## src/rtl/ula_arbiter.sv

```systemverilog
// ula_arbiter: round-robin arbiter sharing one add/sub/shift ULA between two
// requesters. The winner's operands are latched, the ULA runs for EXEC_CYCLES
// cycles, and the registered result is returned with a one-cycle done pulse.
//
// Ports
//   iCLK, iRST_N            clock (rising edge), async active-low reset
//   iREQ0/iA0/iB0/iSEL0     requester 0: level request, operands, op select
//   iREQ1/iA1/iB1/iSEL1     requester 1: level request, operands, op select
//                           op select: 00 add, 01 sub, 10 A>>B, 11 A<<B
//   oGNT0/oGNT1             1-cycle pulse: that requester's operands captured
//   oDONE0/oDONE1           1-cycle pulse: oRES valid for that requester
//   oRES                    last result, held until the next done pulse
//   oBUSY                   high while an operation is executing or completing
module ula_arbiter #(
  parameter int unsigned WIDTH       = 4,
  parameter int unsigned EXEC_CYCLES = 1
) (
  input  logic             iCLK,
  input  logic             iRST_N,
  input  logic             iREQ0,
  input  logic [WIDTH-1:0] iA0,
  input  logic [WIDTH-1:0] iB0,
  input  logic [1:0]       iSEL0,
  input  logic             iREQ1,
  input  logic [WIDTH-1:0] iA1,
  input  logic [WIDTH-1:0] iB1,
  input  logic [1:0]       iSEL1,
  output logic             oGNT0,
  output logic             oGNT1,
  output logic             oDONE0,
  output logic             oDONE1,
  output logic [WIDTH-1:0] oRES,
  output logic             oBUSY
);

  localparam int unsigned CNT_W = (EXEC_CYCLES > 1) ? $clog2(EXEC_CYCLES) : 1;

  // Shift amounts at or beyond this value flush the operand to zero.
  localparam logic [WIDTH:0] SHIFT_LIM = (WIDTH+1)'(WIDTH);

  localparam logic [1:0] ST_IDLE = 2'd0;
  localparam logic [1:0] ST_EXEC = 2'd1;
  localparam logic [1:0] ST_DONE = 2'd2;

  localparam logic [1:0] OP_ADD = 2'b00;
  localparam logic [1:0] OP_SUB = 2'b01;
  localparam logic [1:0] OP_SHR = 2'b10;

  // Latched operation payload of the granted requester.
  typedef struct packed {
    logic [WIDTH-1:0] a;
    logic [WIDTH-1:0] b;
    logic [1:0]       sel;
  } op_t;

  logic [1:0]       state_q, state_d;
  logic [CNT_W-1:0] cnt_q,   cnt_d;
  logic             ptr_q,   ptr_d;
  logic             id_q,    id_d;
  op_t              op_q,    op_d;
  logic             gnt0_q,  gnt0_d;
  logic             gnt1_q,  gnt1_d;
  logic             done0_q, done0_d;
  logic             done1_q, done1_d;
  logic [WIDTH-1:0] res_q,   res_d;
  logic             busy_q,  busy_d;

  logic             win_c;
  logic             shift_oob_c;
  logic [WIDTH-1:0] ula_res_c;

  // Winner selection: a sole requester wins, a tie goes to the pointer.
  always_comb begin
    win_c = iREQ1;
    if (iREQ0 && iREQ1) begin
      win_c = ptr_q;
    end
  end

  // Shared ULA operating on the latched operands.
  always_comb begin
    shift_oob_c = ({1'b0, op_q.b} >= SHIFT_LIM);
    ula_res_c   = '0;
    case (op_q.sel)
      OP_ADD:  ula_res_c = op_q.a + op_q.b;
      OP_SUB:  ula_res_c = op_q.a - op_q.b;
      OP_SHR:  ula_res_c = shift_oob_c ? '0 : (op_q.a >> op_q.b);
      default: ula_res_c = shift_oob_c ? '0 : (op_q.a << op_q.b);
    endcase
  end

  // Next-state and registered-output logic.
  always_comb begin
    state_d = state_q;
    cnt_d   = cnt_q;
    ptr_d   = ptr_q;
    id_d    = id_q;
    op_d    = op_q;
    gnt0_d  = 1'b0;
    gnt1_d  = 1'b0;
    done0_d = 1'b0;
    done1_d = 1'b0;
    res_d   = res_q;
    busy_d  = busy_q;

    case (state_q)
      ST_IDLE: begin
        if (iREQ0 || iREQ1) begin
          id_d    = win_c;
          op_d    = win_c ? op_t'{a: iA1, b: iB1, sel: iSEL1}
                          : op_t'{a: iA0, b: iB0, sel: iSEL0};
          gnt0_d  = ~win_c;
          gnt1_d  = win_c;
          cnt_d   = CNT_W'(EXEC_CYCLES - 1);
          busy_d  = 1'b1;
          state_d = ST_EXEC;
        end
      end

      ST_EXEC: begin
        if (cnt_q == '0) begin
          res_d   = ula_res_c;
          done0_d = ~id_q;
          done1_d = id_q;
          state_d = ST_DONE;
        end else begin
          cnt_d = cnt_q - CNT_W'(1);
        end
      end

      ST_DONE: begin
        // Pointer always moves away from the requester just served.
        ptr_d   = ~id_q;
        busy_d  = 1'b0;
        state_d = ST_IDLE;
      end

      default: begin
        busy_d  = 1'b0;
        state_d = ST_IDLE;
      end
    endcase
  end

  // State and output registers.
  always_ff @(posedge iCLK or negedge iRST_N) begin
    if (!iRST_N) begin
      state_q <= ST_IDLE;
      cnt_q   <= '0;
      ptr_q   <= 1'b0;
      id_q    <= 1'b0;
      op_q    <= '0;
      gnt0_q  <= 1'b0;
      gnt1_q  <= 1'b0;
      done0_q <= 1'b0;
      done1_q <= 1'b0;
      res_q   <= '0;
      busy_q  <= 1'b0;
    end else begin
      state_q <= state_d;
      cnt_q   <= cnt_d;
      ptr_q   <= ptr_d;
      id_q    <= id_d;
      op_q    <= op_d;
      gnt0_q  <= gnt0_d;
      gnt1_q  <= gnt1_d;
      done0_q <= done0_d;
      done1_q <= done1_d;
      res_q   <= res_d;
      busy_q  <= busy_d;
    end
  end

  assign oGNT0  = gnt0_q;
  assign oGNT1  = gnt1_q;
  assign oDONE0 = done0_q;
  assign oDONE1 = done1_q;
  assign oRES   = res_q;
  assign oBUSY  = busy_q;

endmodule
```

## config.mk

```make
export PLATFORM = sky130hd
export DESIGN_NAME = ula_arbiter
export DESIGN_NICKNAME = d
export VERILOG_FILES = /design/src/rtl/ula_arbiter.sv
export SDC_FILE = /design/constraint.sdc
export NUM_CORES = 1
export LEC_CHECK = 0
export CAP_MARGIN = 20
export CORE_UTILIZATION = 35
export CTS_CLUSTER_DIAMETER = 40
export DETAILED_ROUTE_END_ITERATION = 8
export SKIP_LAST_GASP = 1
export SLEW_MARGIN = 20
export SYNTH_ARGS = -nofsm -noshare
export SYNTH_HDL_FRONTEND = slang
export SYNTH_SLANG_ARGS = --single-unit
```

## constraint.sdc

```tcl
create_clock -name iCLK -period 2 [get_ports iCLK]
set_input_delay 0.2 -clock iCLK [delete_from_list [all_inputs] [get_ports iCLK]]
set_output_delay 0.2 -clock iCLK [all_outputs]
set_load 0.02 [all_outputs]
```

After elaboration in Yosys (flattened, before gate mapping)
Cells that the tools add are included.
{"block": "classes", "n_addsub": 3, "multipliers": 0, "div": 0, "order_cmp": 1, "n_eq_ne": 6, "shifts": 2, "muxes": 21, "bitwise_logic": 4, "reduce_logical": 10}
{"op": "1-bit two-way mux", "n": 12}
{"op": "4-bit case mux with 3 select lines", "n": 1}
{"op": "10-bit two-way mux", "n": 1}
{"op": "2-bit AND reduction", "n": 5}
{"op": "4-bit two-way mux", "n": 2}
{"op": "4-bit adder", "n": 1}
{"op": "2-bit by 1-bit == test with 1-bit output, second input constant", "n": 2}
{"op": "2-bit == test, second input constant", "n": 2}
{"op": "4-bit by 3-bit >= comparator with 1-bit output, second input constant", "n": 1}
{"op": "2-bit zero test", "n": 2}
{"op": "2-bit two-way mux", "n": 2}
{"op": "2-bit inequality test, second input constant", "n": 2}
{"op": "1-bit NOT", "n": 4}
{"op": "1-bit case mux with 2 select lines", "n": 2}
{"op": "2-bit case mux with 2 select lines", "n": 1}
{"op": "4-bit by 4-bit << shifter with 4-bit output", "n": 1}
{"op": "4-bit by 4-bit >> shifter with 4-bit output", "n": 1}
{"op": "4-bit subtractor", "n": 1}
{"op": "2-bit nonzero test", "n": 1}
{"op": "1-bit logical AND", "n": 1}
{"op": "1-bit logical OR", "n": 1}
{"op": "1-bit subtractor, second input constant", "n": 1}
{"block": "totals", "reg_bits": 24, "latchBits": 0, "mem_bits_rw": 0, "rom_bits": 0, "n_memories": 0}

Logic depth before layout (Yosys ltp)
Gate-level depths: netlist of the first run.
{"block": "logic_depth", "word_depth": 5, "ltp_mapped": 10}

Worst setup path before layout of the first run
No wires, ideal clock.
{"block": "synth_path", "kind": "reg2reg", "from": "reg op_q[3] in the netlist's numbering", "to": "reg res_q[3], in the netlist oRES[3]", "setup_ns": 0.070, "arrival_time_ns": 2.138, "slack_ns": -0.208, "stages_incl_launch_ff": 11, "n_path_buf": 1, "period_less_slack_ns": 2.208, "path_cell_list": "dfrtp_1 clkbuf_1 inv_1 ha_1 nand2_1 o21a_1 ha_1 nor2b_1 o21a_1 a2111oi_2 nand3b_1"}
{"block": "synth_via", "elab_chain_cells": 3, "word_cells_on_any_way": 8, "classes_between": "2 x add/sub; 1 x order compare; 2 x shift; 3 x mux"}
{"item": "start: declaration", "line_no": "60", "source": "op_t op_q, op_d;"}
{"item": "start signal: assignment", "line_no": "164", "source": "op_q <= op_d;"}
{"item": "4-bit by 3-bit >= comparator with 1-bit output (tied with other cells)", "line_no": "82", "source": "shift_oob_c = ({1'b0, op_q.b} >= SHIFT_LIM);"}
{"item": "4-bit two-way mux (on tied branches)", "line_no": "88, 87"}
{"item": "4-bit case mux with 3 select lines *", "line_no": "84", "source": "case (op_q.sel)"}
{"item": "end signal: assignment", "line_no": "169", "source": "res_q <= res_d;"}
{"item": "end: declaration", "line_no": "65", "source": "logic [WIDTH-1:0] res_q, res_d;"}
Every way passes the cells marked *; elsewhere a longest branch is shown, timed or not.
A chain may end at the register's enable or synchronous reset.

Final worst setup path of the first run
Same ends and word-level chain as after synthesis.

==> run_results.csv, run 1 <==
group,metric,value,unit
timing,relSlewSlack,0.723,
global_route,grt_util_met3,0.0331,
layout,nFillCells,303,
pwr,leakage,0.737,nW
setup_path,worstPathMaxFanout,4,
setup_path,worstSetupEndpointType,"register",
setup_path,cp-start-kind,"register",
timing,setup_viol,0,
synthesis,yosysWarnings,0,
setup_path,crit-reg2reg-launch,"op_q[3]",
clock_network,cts_buffers,3,
synthesis,netlist_area,1250,µm²
setup_path,rrSetupSlack,0.11,ns
die,dieArea,3820,µm²
placed_design,port_buffers,32,
global_route,use_met2,0.290,
timing,hold_viol,0,
die,rows,21,
clock_network,cts_root_buf,"clkbuf_4",
route,via_count,1084,
timing,slew_violations,0,
setup_path,reg2reg_to,"oRES[3]",
die,dieHeight,61.8,µm
layout,area_delta_synth_final,36.2,%
die,start_util,0.370,
hold_path,hold_path_class,"primary input to async pin",
route,drt_wl_total,2960,µm
synthesis,ys_async_sr_fraction,1.00,
global_route,track_usage,0.175,
pwr,ir_worst_vdd,588,µV
setup_path,critical_path_required,2.27,ns
synthesis,ys_seq_elements,23,
timing,finalCritPeriodShare,0.945,
pwr,power.internal,1.62,mW
timing,min_period,1.89,ns
layout,regArea,576,µm²
pwr,total_power,2.88,mW
placed_design,place_congestion,0.917,
synthesis,syn_area_per_cell,9.86,µm²
synthesis,ys.flop_type,"dfrtp_1",
layout,num-nets-final,196,
synthesis,synth_cell_types,33,
global_route,top_usage_layer,"met2",
synthesis,synth_enable_flop_cells,0,
clock_network,htreeDepth,1,
layout,drive_gt1_frac,0.120,
timing,rsz0062_at_grt,"yes",
synthesis,synthCells,127,
pwr,power_density,1690,nW/µm²
synthesis,syn_nets,156,
pwr,p_seq_frac,0.304,
route,first_iter_violations,48,
die,core,3390,µm²
layout,fin_util,0.503,
global_route,overflow,0,
setup_path,worstSetupPathType,"register to register",
die,io_pins,33,
flow_run,cap_violations,0,
route,avgViaCountPerCell,5.11,
route,ant_nets,0,
route,drc,0,
setup_path,r2r_cells,9,
layout,multiInputGateArea,618,µm²
route,wl_per_cell,13.9,µm
pwr,switchingPower,1.25,mW
timing,clock_skew,0.00845,ns
timing,tightest_slew,0.415,ns
global_route,grt_pass1_wl,4820,µm
pwr,p_clk_frac,0.080,
timing,max_freq,0.529,GHz
clock_network,clk_path_buf_depth,2,
route,first_pass_iters,4,
global_route,grt_max_degree,24,
global_route,grtUsageMet1,0.239,
layout,num_antenna_cells,0,
global_route,grt_pass1_vias,1043,
setup_path,cp.arrival,2.16,ns
placed_design,detailed_place_hpwl,2200,µm
global_route,antenna_found_initial,0,
die,fp.dieW,61.8,µm
pwr,comb_power_share,0.617,
clock_network,clock_latency,0.32,ns
clock_network,cts_tree,"built",
pwr,swShare,0.436,
clock_network,cts_sinks,23,
synthesis,ys_seq_area_frac,0.460,
outcome,outcome,"finished clean",
clock_network,clk_pin_slew_worst_paths,0.14,ns
-- cell type report --
cell class,instances,area share
flip-flops and latches,23,0.337
clock buffers,3,0.0132
well taps,46,0.0337
clock inverters,1,0.00440
inverters,9,0.0213
repair buffers,41,0.227
multi-input cells,89,0.362
-- worst max path at each step --
stage | startpoint | endpoint | slack (ns)
2_1_floorplan | op_q[3] | oRES[3] | 0.09
4_1_cts | op_q[3] | oRES[3] | 0.1
5_1_grt | op_q[3] | oRES[3] | -0.04
3_5_place_dp | op_q[3] | oRES[3] | 0.13
6_report | op_q[3] | oRES[3] | 0.11
3_3_place_gp | op_q[3] | oRES[3] | 0.20
-- sequential cells by signal (all words and copies together), names as in the netlist --
register	count
oDONE1	1
state_q	2
ptr_q	1
id_q	1
oGNT1	1
oRES	4
op_q	10
oDONE0	1
oBUSY	1
oGNT0	1
-- critical path, stage by stage, from the launching register on --
cell	delay (ns)
dfrtp_1	0.42
inv_4	0.05
ha_1	0.27
nand2_1	0.06
o21a_1	0.11
ha_1	0.26
nor2b_1	0.13
o21a_1	0.21
a2111oi_2	0.21
nand3b_1	0.14
-- cell usage in the layout (no fill, tap or decap) --
cell | Yosys | final
a2111oi_2 | 1 | 1
a211o_2 | 1 | 1
a21o_1 | 1 | 1
a21oi_1 | 6 | 6
a221o_1 | 10 | 10
a22oi_1 | 1 | 1
a41oi_1 | 1 | 1
and2_1 | 7 | 7
and2_2 | 1 | 1
and3_1 | 1 | 1
buf_4 | 0 | 9
clkbuf_4 | 0 | 3
clkdlybuf4s50_1 | 0 | 32
clkinvlp_4 | 0 | 1
dfrtp_1 | 23 | 23
fa_1 | 1 | 1
ha_1 | 4 | 4
inv_1 | 8 | 7
inv_2 | 1 | 1
inv_4 | 0 | 1
mux2i_1 | 3 | 3
nand2_1 | 7 | 7
nand2b_1 | 4 | 4
nand3b_1 | 1 | 1
nor2_1 | 11 | 11
nor2b_1 | 1 | 1
nor3_1 | 4 | 4
nor4_1 | 2 | 2
o2111ai_1 | 1 | 1
o211ai_1 | 2 | 2
o21a_1 | 2 | 2
o21ai_0 | 9 | 9
o21ai_2 | 1 | 1
o22ai_1 | 2 | 2
or3_4 | 1 | 1
xnor2_1 | 3 | 3
-- through the flow --
step / cell area [µm²] / hold WS (ns) / worst slack (ns) / instances / setup TNS [ns]
3_3_place_gp: 1680 / 0.458 / 0.197 / 208 / 0
2_1_floorplan: 1270 / -0.0956 / 0.0866 / 127 / 0
6_report: 1710 / 0.215 / 0.110 / 212 / 0
4_1_cts: 1710 / 0.232 / 0.0990 / 212 / 0
3_5_place_dp: 1680 / 0.473 / 0.134 / 208 / 0
5_1_grt: 1710 / 0.221 / -0.0356 / 212 / -0.0407
-- logic make-up (layout without fill, tap and decap cells) --
family | after synthesis | after routing | share of synthesized area
and+or+nand+nor | 40 | 40 | 0.166
xor gates and xnor gates | 3 | 3 | 0.0210
AOI/OAI and AO/OA | 38 | 38 | 0.227
DFF | 23 | 23 | 0.460
buffers and inverters | 15 | 54 | 0.0469
muxes | 3 | 3 | 0.0240
adders and majority gates | 5 | 5 | 0.0559
-- layer usage --
metal | up-vias | wire [µm]
met2 | 24 | 1370
met5 | - | 0
met3 | 2 | 97
met4 | 0 | 17
li1 | 537 | -
met1 | 521 | 1470
-- synth_stat cells, types with 3 or more instances --
cell type,n,share of area
mux2i_1,3,0.024
xnor2_1,3,0.021
and2_1,7,0.035
nand2b_1,4,0.020
inv_1,8,0.024
ha_1,4,0.040
a221o_1,10,0.080
nand2_1,7,0.021
o21ai_0,9,0.036
dfrtp_1,23,0.46
clkbuf_1,4,0.012
nor2_1,11,0.033
a21oi_1,6,0.024
nor3_1,4,0.016
-- timing repair --
action                                 in CTS  in global routing
resized for setup                           0                  0
hold buffers                                0                  0
buffers inserted                            0                  0
setup endpoints to repair                   0                  2
endpoints found under the hold margin       0                  0
-- power by group through the flow --
stage	combinational [mW]	sequential [mW]	clock, mW
finish	1.78	0.874	0.230
global route	1.95	0.903	0.263
CTS	1.77	0.871	0.231
detailed placement	1.75	0.879	0
global placement	1.73	0.875	0
floorplan	1.16	0.923	0
No activity file was read; power rests on OpenSTA's default activity.
==> run 2, diff against run 1 <==
==> constraint.sdc (replaced) <==
create_clock -name iCLK -period 2.1 [get_ports iCLK]
set_input_delay 0.21 -clock iCLK [delete_from_list [all_inputs] [get_ports iCLK]]
set_output_delay 0.21 -clock iCLK [all_outputs]
set_load 0.02 [all_outputs]
==> run 2 against run 1 <==
Clock skew shrank 0.0075 ns. Clock power shrank 6%. Register-to-register slack gained 0.02 ns. Combinational power shrank 7%. Flip-flop and latch count is the same. Largest cell class unchanged.
==> run_results.csv, run 2 (same netlist as run 1, synthesis figures left out) <==
group,metric,value,unit
outcome,outcome,"finished clean",
timing,min_period,1.97,ns
timing,finalCritPeriodShare,0.937,
global_route,track_usage,0.175,
timing,finalWorstSetupSlack,0.132,ns
layout,regArea,576,µm²
route,avgViaCountPerCell,5.21,
setup_path,crit_buf_inv,1,
pwr,leakage,0.739,nW
layout,design_area,1710,µm²
pwr,power_density,1580,nW/µm²
route,drt_wl_total,2890,µm
layout,final_common_cell,"clkdlybuf4s50_1",
setup_path,worstPathCellList,"inv_2, ha_1, nand2_1, o21a_1, ha_1, nor2b_1, o21a_1, a2111oi_2, nand3b_1",
pwr,ir_worst_vdd,585,µV
timing,relSlewSlack,0.538,
clock_network,htreeDepth,1,
setup_path,critical_path_required,2.36,ns
layout,area_delta_synth_final,36.4,%
timing,tightest_slew,0.690,ns
global_route,grt_max_degree,24,
layout,nFillCells,318,
timing,rsz0062_at_grt,"no",
timing,max_freq,0.508,GHz
die,io_pins,33,
route,wl_per_cell,13.6,µm
timing,tns,0,ns
die,fp.dieW,61.8,µm
timing,clock_skew,0.000903,ns
clock_network,cts_hold_buf,0,
layout,largest_reg_flops,10,
layout,drive_gt1_frac,0.127,
route,via_count,1105,
layout,multiInputGateArea,623,µm²
hold_path,hold_path_class,"primary input to async pin",
layout,final_cell_mix,"clkdlybuf4s50_1 (32), dfrtp_1 (23), nor2_1 (11), a221o_1 (10)",
placed_design,port_buffers,32,
layout,num-nets-final,196,
route,ant_nets,0,
clock_network,cts_buffers,3,
flow_run,cap_violations,0,
pwr,total_power,2.71,mW
setup_path,slowest_stage,"dfrtp_1",
die,dieArea,3820,µm²
global_route,antenna_found_initial,0,
timing,setup_viol,0,
layout,fin_util,0.504,
setup_path,max_stage_delay,0.40,ns
route,first_pass_iters,4,
setup_path,cp.arrival,2.23,ns
die,rows,21,
global_route,overflow,0,
placed_design,preCtsSetupSlack,0.0127,ns
placed_design,detailed_place_hpwl,2310,µm
setup_path,worstSetupEndpointType,"register",
die,core,3390,µm²
setup_path,worstPathMaxFanout,4,
placed_design,place_area,1670,µm²
setup_path,cp-start-kind,"register",
clock_network,clock_latency,0.31,ns
clock_network,cts_root_buf,"clkbuf_4",
global_route,grt_pass1_wl,4880,µm
die,start_util,0.370,
clock_network,cts_sinks,23,
route,drc,0,
clock_network,cts_tree,"built",
die,dieHeight,61.8,µm
timing,hold_viol,0,
timing,slew_violations,0,
layout,top_register,"op_q",
placed_design,place_congestion,0.828,
layout,num_antenna_cells,0,
global_route,grt_pass1_vias,1081,
clock_network,clk_path_buf_depth,2,
route,first_iter_violations,46,
clock_network,clk_pin_slew_worst_paths,0.14,ns
setup_path,crit_family,"compound AO/OA/AOI/OAI gates",
setup_path,worstSetupPathType,"register to register",
==> run 2: cell type report <==
cell class,count,area share
Clock inverter,1,0.00440
Inverter,9,0.0198
Multi-Input combinational cell,89,0.365
Clock buffer,3,0.0132
Sequential cell,23,0.337
Timing Repair Buffer,41,0.227
Tap cell,46,0.0337
==> run 2: metrics by stage <==
stage | cells | hold WS [ns]
global placement | 207 | 0.471
detailed placement | 207 | 0.486
CTS | 211 | 0.224
floorplan | 127 | -0.0856
finish | 212 | 0.226
global route | 212 | 0.241
==> run 2: worst paths after layout <==
kind | from | to | slack [ns] | cells past startpoint
max reg2reg | op_q[3] | oRES[3] | 0.13 | 9
min reg2reg | id_q | oDONE0 | 0.51 | 1
min | iRST_N | oDONE0 | 0.23 | 2
max in group asynchronous | iRST_N | oRES[2] | 1.65 | 2
min in group iCLK | iB0[3] | op_q[5] | 0.49 | 2
max | op_q[3] | oRES[3] | 0.13 | 9
==> run 2: worst reg2reg max path, delay by kind of cell (launching register included) <==
family                   cells  cell delay, ns
flip-flops                   1            0.40
AO/OA/AOI/OAI                3            0.58
adder cells (fa/ha/maj)      2            0.54
buffers and inverters        1            0.06
AND/OR/NAND/NOR              3            0.33
==> run 2: repair_timing <==
item | in CTS | in global routing
setup buffers | 0 | 1
resized for setup | 0 | 1
endpoints found under the hold margin | 0 | 0
setup endpoints to repair | 0 | 1
==> run 2: routing by layer <==
metal  wire [µm]  global-route usage
met5           0                   0
met4           0              0.0444
met3         175              0.0373
met2        1300               0.292
met1        1410               0.232
==> run 2: report_power, final <==
part,total [mW],switching (mW),internal [mW]
combinational,1.65,0.843,0.811
sequential,0.835,0.184,0.651
clock,0.216,0.144,0.0726
total,2.71,1.17,1.54
